==> config.mk <==
export PLATFORM = sky130hd
export DESIGN_NAME = instr_queue_reg
export DESIGN_NICKNAME = d
export VERILOG_FILES = /design/src/rtl/ir_pkg.sv /design/src/rtl/ir_fifo.sv /design/src/rtl/instr_queue_reg.sv
export SDC_FILE = /design/constraint.sdc
export NUM_CORES = 1
export LEC_CHECK = 0
export ABC_CLOCK_PERIOD_IN_PS = 3550
export CORE_MARGIN = 2
export CORE_UTILIZATION = 55
export CTS_BUF_LIST = sky130_fd_sc_hd__clkbuf_8
export DETAILED_ROUTE_END_ITERATION = 16
export DONT_BUFFER_PORTS = 1
export PLACE_DENSITY = 0.7
export SYNTH_ARGS = -nofsm -noshare
export SYNTH_HDL_FRONTEND = slang
export SYNTH_HIERARCHICAL = 1
export SYNTH_SLANG_ARGS = --single-unit
==> constraint.sdc <==
create_clock -name clk -period 3.55 [get_ports clk]
set_input_delay 0.71 -clock clk [delete_from_list [all_inputs] [get_ports clk]]
set_output_delay 0.71 -clock clk [all_outputs]
set_load 0.01 [all_outputs]
==> src/rtl/ir_pkg.sv <==
// Shared defaults and field types for the instruction prefetch queue.
// The opcode/operand split helper works on default-width words.
package ir_pkg;

    localparam int IW_DEF    = 8;
    localparam int OPW_DEF   = 4;
    localparam int DEPTH_DEF = 4;

    typedef logic [OPW_DEF-1:0]        opcode_t;
    typedef logic [IW_DEF-OPW_DEF-1:0] operand_t;

    typedef struct packed {
        opcode_t  opcode;
        operand_t operand;
    } instr_t;

    function automatic instr_t split_word(input logic [IW_DEF-1:0] w);
        instr_t r;
        r.opcode  = w[IW_DEF-1:IW_DEF-OPW_DEF];
        r.operand = w[IW_DEF-OPW_DEF-1:0];
        return r;
    endfunction

endpackage

==> src/rtl/ir_fifo.sv <==
// Generic DEPTH x W circular buffer with occupancy count and sticky overflow flag.
// A push while full is accepted only when a pop frees the head in the same cycle.
module ir_fifo
    import ir_pkg::*;
#(
    parameter int W     = IW_DEF,
    parameter int DEPTH = DEPTH_DEF
) (
    input  logic                       clk,
    input  logic                       rst,
    input  logic                       push,
    input  logic                       pop,
    input  logic [W-1:0]               wdata,
    output logic [W-1:0]               head,
    output logic [$clog2(DEPTH):0]     count,
    output logic                       full,
    output logic                       empty,
    output logic                       ovf
);

    localparam int AW = $clog2(DEPTH);
    localparam int CW = AW + 1;

    logic [W-1:0]  mem_q [DEPTH];
    logic [AW-1:0] wr_ptr_q, wr_ptr_d;
    logic [AW-1:0] rd_ptr_q, rd_ptr_d;
    logic [CW-1:0] count_q, count_d;
    logic          ovf_q, ovf_d;
    logic          push_ok, pop_ok;

    assign full  = (count_q == CW'(DEPTH));
    assign empty = (count_q == '0);
    assign count = count_q;
    assign ovf   = ovf_q;
    assign head  = mem_q[rd_ptr_q];

    always_comb begin
        push_ok  = push && (!full || pop);
        pop_ok   = pop && !empty;
        wr_ptr_d = wr_ptr_q;
        rd_ptr_d = rd_ptr_q;
        count_d  = count_q;
        ovf_d    = ovf_q || (push && full && !pop);
        // Power-of-two depth lets the pointers wrap by natural overflow.
        if (push_ok) wr_ptr_d = wr_ptr_q + AW'(1);
        if (pop_ok)  rd_ptr_d = rd_ptr_q + AW'(1);
        if (push_ok && !pop_ok)      count_d = count_q + CW'(1);
        else if (pop_ok && !push_ok) count_d = count_q - CW'(1);
    end

    always_ff @(posedge clk or posedge rst) begin
        if (rst) begin
            wr_ptr_q <= '0;
            rd_ptr_q <= '0;
            count_q  <= '0;
            ovf_q    <= 1'b0;
        end else begin
            wr_ptr_q <= wr_ptr_d;
            rd_ptr_q <= rd_ptr_d;
            count_q  <= count_d;
            ovf_q    <= ovf_d;
        end
    end

    // Storage carries no reset; contents are meaningless until pushed.
    always_ff @(posedge clk) begin
        if (push_ok) mem_q[wr_ptr_q] <= wdata;
    end

endmodule

==> src/rtl/instr_queue_reg.sv <==
// Instruction prefetch queue: head opcode to the controller, head operand to the address bus.
// Define INSTR_QUEUE_TRISTATE_EN to float address (all-z) whenever addr_oe is low.
module instr_queue_reg
    import ir_pkg::*;
#(
    parameter int IW    = IW_DEF,
    parameter int OPW   = OPW_DEF,
    parameter int DEPTH = DEPTH_DEF
) (
    input  logic                     clk,
    input  logic                     rst,
    input  logic [IW-1:0]            val,
    input  logic                     li,
    input  logic                     ei,
    input  logic                     adv,
    output logic [OPW-1:0]           instruction,
    output logic                     instr_valid,
    output logic [IW-OPW-1:0]        address,
    output logic                     addr_oe,
    output logic                     full,
    output logic                     empty,
    output logic [$clog2(DEPTH):0]   count,
    output logic                     ovf_err
);

    localparam int ADW = IW - OPW;

    logic [IW-1:0]  head_word;
    logic [OPW-1:0] head_opc;
    logic [ADW-1:0] head_opr;
    logic [ADW-1:0] address_q, address_d;
    logic           addr_oe_q, addr_oe_d;

    ir_fifo #(
        .W     (IW),
        .DEPTH (DEPTH)
    ) u_fifo (
        .clk   (clk),
        .rst   (rst),
        .push  (li),
        .pop   (adv),
        .wdata (val),
        .head  (head_word),
        .count (count),
        .full  (full),
        .empty (empty),
        .ovf   (ovf_err)
    );

    if (IW == IW_DEF && OPW == OPW_DEF) begin : g_pkg_split
        instr_t head_fields;
        assign head_fields = split_word(head_word);
        assign head_opc    = head_fields.opcode;
        assign head_opr    = head_fields.operand;
    end else begin : g_slice_split
        assign head_opc = head_word[IW-1:IW-OPW];
        assign head_opr = head_word[ADW-1:0];
    end

    assign instr_valid = !empty;
    // Head storage is stale when empty, so the opcode is forced to zero.
    assign instruction = empty ? '0 : head_opc;

    always_comb begin
        address_d = address_q;
        addr_oe_d = 1'b0;
        if (ei && !empty) begin
            address_d = head_opr;
            addr_oe_d = 1'b1;
        end
    end

    always_ff @(posedge clk or posedge rst) begin
        if (rst) begin
            address_q <= '0;
            addr_oe_q <= 1'b0;
        end else begin
            address_q <= address_d;
            addr_oe_q <= addr_oe_d;
        end
    end

    assign addr_oe = addr_oe_q;

`ifdef INSTR_QUEUE_TRISTATE_EN
    assign address = addr_oe_q ? address_q : {ADW{1'bz}};
`else
    assign address = address_q;
`endif

endmodule

==> Word-level counts from Yosys, hierarchy flattened <==
Memories as Yosys holds them, arrays and structs flattened.
Cells that the tools add are included.
{ "totals": {"ramBits": 32, "wordCells": 34, "register_bits": 13, "inputBits": 13, "n_memories": 1, "output_inout_bits": 16} }
{ "mem_list": {"columns": ["name", "depth", "word_bits", "rd", "rd_clocked_by_memory_dff", "wr", "line", "text"], "rows": [
  ["u_fifo.mem_q", 4, 8, 1, 0, 1, "ir_fifo.sv:24", "logic [W-1:0] mem_q [DEPTH];"]
]} }
{ "op_classes": {"reduce_logical": 16, "addsub": 4, "mux": 6, "eq_ne": 1} }
{ "op_table": {"columns": ["op", "n"], "rows": [
  ["logical AND 1 bit", 7],
  ["2-to-1 mux 3 bit", 2],
  ["zero test 1 bit", 5],
  ["adder 2 x 1 -> 2 bit, second input constant", 2],
  ["2-to-1 mux 4 bit", 1],
  ["adder 3 x 1 -> 3 bit, second input constant", 1],
  ["equality test 3 bit, second input constant", 1],
  ["zero test 3 bit", 1],
  ["2-to-1 mux 1 bit", 3],
  ["subtractor 3 x 1 -> 3 bit, second input constant", 1],
  ["logical OR 1 bit", 2],
  ["nonzero test 2 bit", 1]
]} }

==> Depth between registers and ports, before layout <==
{ "logic_depth": {"word_depth": 8, "mapped_depth": 8, "mapped_depth_nobuf": 8} }

==> By module <==
The synthesis kept the hierarchy.
{ "modules_own_cells": {"columns": ["mod", "instances", "cells_each", "seq_area_each_um2", "area_each_um2"], "rows": [
  ["ir_fifo", 1, 80, 1161.1, 1629.1],
  ["instr_queue_reg", 1, 17, 125.1, 245.2]
]} }

==> Worst setup path after synthesis <==
Ideal clock, no wire load.
{ "synth_timing": {"kind": "register to register", "start": "reg u_fifo.count_q[0], in the netlist u_fifo/count[0]", "end": "reg u_fifo.count_q[2], in the netlist u_fifo/count[2]", "path_buffers": 0, "stages_incl_launch_ff": 9, "slack_ps": 1170, "setup_time_ps": 79, "required_time_ps": 3471, "period_less_slack_ps": 2380, "arrival_time_ps": 2301, "cell_sequence": "dfrtp_1 nor3_1 nand2b_1 ha_1 inv_1 fa_1 xor2_1 nor2_1 xor2_1"} }
{ "synth_via": {"elab_cells_between_ends": 16, "cone_classes": "2 x add/sub; 1 x eq/ne; 2 x mux; 11 x reduce/logical"} }
{ "synth_lines": {"columns": ["element", "line", "text"], "rows": [
  ["start, declared", "ir_fifo.sv:27", "logic [CW-1:0] count_q, count_d;"],
  ["start signal, assigned", "ir_fifo.sv:60", "count_q <= count_d;"],
  ["zero test 3 bit *", "ir_fifo.sv:32", "assign empty = (count_q == '0);"],
  ["named net empty", "instr_queue_reg.sv:21", "output logic empty,"],
  ["zero test 1 bit *", "ir_fifo.sv:39", "pop_ok = pop && !empty;"],
  ["logical AND 1 bit *", "ir_fifo.sv:39", null],
  ["zero test 1 bit", "ir_fifo.sv:47", "if (push_ok && !pop_ok) count_d = count_q + CW'(1);"],
  ["logical AND 1 bit", "ir_fifo.sv:47", null],
  ["2-to-1 mux 3 bit / nonzero test 2 bit (equally long branches)", null, null]
]} }
The timed path passes the listed nets; every way through them passes the cells marked *. The select of a mux whose other input is x is not followed.
A chain may end at the register's enable or synchronous reset.

==> metrics.md <==
| Metric | Value |
|---|---|
| Initial antenna violation count | `0` |
| DRT Wirelength | `2660 um` |
| CP Class | `register to output pin` |
| HP Class | `primary input to asynchronous set/reset pin` |
| Peak VDD IR | `0.426 mV` |
| Crit. End Element | `output pin` |
| Dpl hpwl | `1840 um` |
| Syn Area/Cell | `slightly below 20 um^2` |
| Antenna Cells | `0` |
| Clk_lat worst skew | `0.29 ns` |
| Outcome | `completed` |
| Max Root-Sink Buffers | `2` |
| Place WS | `between 1 and 1.5 ns` |
| CP startpoint kind | `register` |
| Worst endpoint required time | `2.84 ns` |
| Crit-path max FO | `10` |
| Setup violations, final | `0` |
| Hold Fails Final Rpt | `0` |
| Inserted Clock Buffers | `5` |
| YS warnings | `6` |
| # resized after CTS | `0` |
| Mapped Area | `1870 um^2` |
| EDFF count, synth | `32` |
| Clock sink count | `45` |
| Row count | `21` |
| Achievable clock frequency | `396 MHz` |
| Flop-to-flop setup slack | `1.43 ns` |
| Top delay family on crit path | `flip-flops` |
| Worst path max stage delay | `0.72 ns` |
| H-tree depth | `2` |
| Setup bufs post-CTS | `0` |
| Initial core utilization | `56.6%` |
| Vias in the first global route | `899` |
| Min Clock Period, post-route | `about 2.5 ns` |
| GPL Wtd Cong | `0.646` |
| Relative slew slack | `61.1%` |
| Vias | `810` |
| First-pass GRT wire length | `around 4500 um` |
| Port buffer count | `0` |
| Routed wire per std cell | `17.9 um` |
| Die height | `62.4 um` |
| Clk slew on worst S/H paths | `0.08 ns` |
| Syn Inst Count | `97` |
| RSZ-0062 raised after global routing | `false` |
| Pwr/cell area | `844 nW/um^2` |
| Final #Nets | `121` |
| Final setup margin | `1.03 ns` |
| Ratio of cells with drive above 1 in the final layout | `between 30 and 40%` |
| Total die area | `between 3000 and 4000 um^2` |
| Final Cycle Share | `between 70% and 80%` |
| Total track usage | `16.1%` |
| Sequential area share after synthesis | `68.6%` |
| Max-cap viol count | `0` |
| Vias per cell | `between 5 and 6` |
| Uppermost layer routed | `met4` |
| Arr. time, crit path | `roughly 1.8 ns` |
| Post-synthesis cell type count | `23` |
| Hold buffers post-CTS | `0` |
| Synth async-reset ratio | `28.9%` |
| DR iter-0 viols | `35` |
| Total global routing overflow | `0` |
| WL met2 | `1350 um` |
| Most frequent cells in the layout | `edfxtp_1 (32), dfrtp_1 (13), inv_1 (8), mux4_2 (8)` |
| CP max stage cell | `dfrtp_1` |
| Slew of the pin with the lowest slew margin | `0.583 ns` |
| Hold Worst Slack | `0.191 ns` |
| Post-route setup TNS | `0 ns` |
| Core box area | `3310 um^2` |
| Slew Limit Fails | `0` |
| Critical-path cell list | `mux4_2 > and2b_2` |
| IO Pins | `29` |
| Syn nets | `116` |
| Fin Clk Skew | `0.00420 ns` |
| Synth Flop Type | `edfxtp_1` |
| CTS tree | `built` |
| Metal-1 WL | `about 1100 um` |
| DRT Pass-1 Iters | `4` |
| Commonest non-fill, non-tap cell in the layout | `edfxtp_1` |
| Yosys reg bits | `45` |
| Antenna Violating Nets Remaining | `0` |
| Clk root buf | `clkbuf_8` |
| DIE WIDTH | `between 60 and 70 um` |
| DRC viols | `0` |
| Area delta synth->final | `8.08%` |
| Metal3 WL | `207 um` |
| Leakage | `between 0.7 and 0.8 nW` |
| Largest net degree at the start of global routing | `14` |
| Worst Path Buf+Inv | `0` |
[logic make-up after synthesis]
family | Yosys count | share of synthesized area [%]
AND/OR/NAND/NOR | 14 | 6.01
multiplexers | 14 | 14.2
AO/OA/AOI/OAI | 2 | 1.47
adder cells (fa/ha/maj) | 6 | 4.41
XOR/XNOR | 6 | 2.80
flip-flops | 45 | 68.6
buffers and inverters | 10 | 2.47
[power breakdown]
group | internal [W] | total, W | switching, W
Combinational | 0.000276 | 0.000474 | 0.000198
Sequential | 0.000717 | 0.000874 | 0.000157
Clock | 0.000205 | 0.000360 | 0.000156
Total | 0.00120 | 0.00171 | 0.000511
[layer usage]
layer,track usage (%),up-vias
li1,-,360
met1,19.3,420
met2,25.7,25
met3,7.03,5
met4,6.67,0
met5,0,-
[final timing paths]
| check | startpoint | endpoint | cells past startpoint |
|---|---|---|---|
| setup / recovery | u_fifo/rd_ptr_q[0]$_DFFE_PP0P_ | instruction[2] | 2 |
| hold / removal | rst | address[0]$_DFFE_PP0P_ | 1 |
| setup reg to reg | u_fifo/count[0]$_DFFE_PP0P_ | u_fifo/count[1]$_DFFE_PP0P_ | 6 |
| hold reg to reg | u_fifo/count[2]$_DFFE_PP0P_ | u_fifo/count[2]$_DFFE_PP0P_ | 1 |
| max in group asynchronous | rst | u_fifo/wr_ptr_q[1]$_DFFE_PP0P_ | 1 |
| min in group clk | val[0] | u_fifo/mem_q[3][0]$_DFFE_PP_ | 0 |
[cell usage after synthesis (2+ instances only)]
master    instances  area [um^2]
xor2_1            2         17.5
ha_1              5         62.6
mux2_4            5         75.1
xnor2_1           4         35.0
inv_1             7         26.3
dfrtp_1          13          325
mux4_2            8          180
and2_2            4         30.0
edfxtp_1         32          961
and2b_2           4         35.0
[metrics by stage]
| stage | cell area [um^2] | power (W) | std cells | utilization (%) |
|---|---|---|---|---|
| after detailed placement | 1920 | 0.00138 | 141 | 58.0 |
| after CTS | 2030 | 0.00174 | 149 | 61.2 |
| after floorplan | 1870 | 0.00127 | 97 | - |
| after global placement | 1920 | 0.00135 | 141 | 58.0 |
| final | 2030 | 0.00171 | 149 | 61.2 |
| after global routing | 2030 | 0.00182 | 149 | 61.2 |
[sequential cells by signal, indices dropped and copies added (netlist names)]
register / flops
addr_oe: 1
u_fifo/count: 3
address: 4
u_fifo/ovf: 1
u_fifo/wr_ptr_q: 2
u_fifo/mem_q: 32
u_fifo/rd_ptr_q: 2
[final cells by class]
cell class              instances  area [um^2]
inverters                       7         26.3
well taps                      46         57.6
repair buffers                  1         7.51
clock buffers                   5         68.8
multi-input cells              42          542
clock inverters                 3         37.5
flip-flops and latches         45         1290
fillers                       255         1280
(Power assumes the default switching activity.)
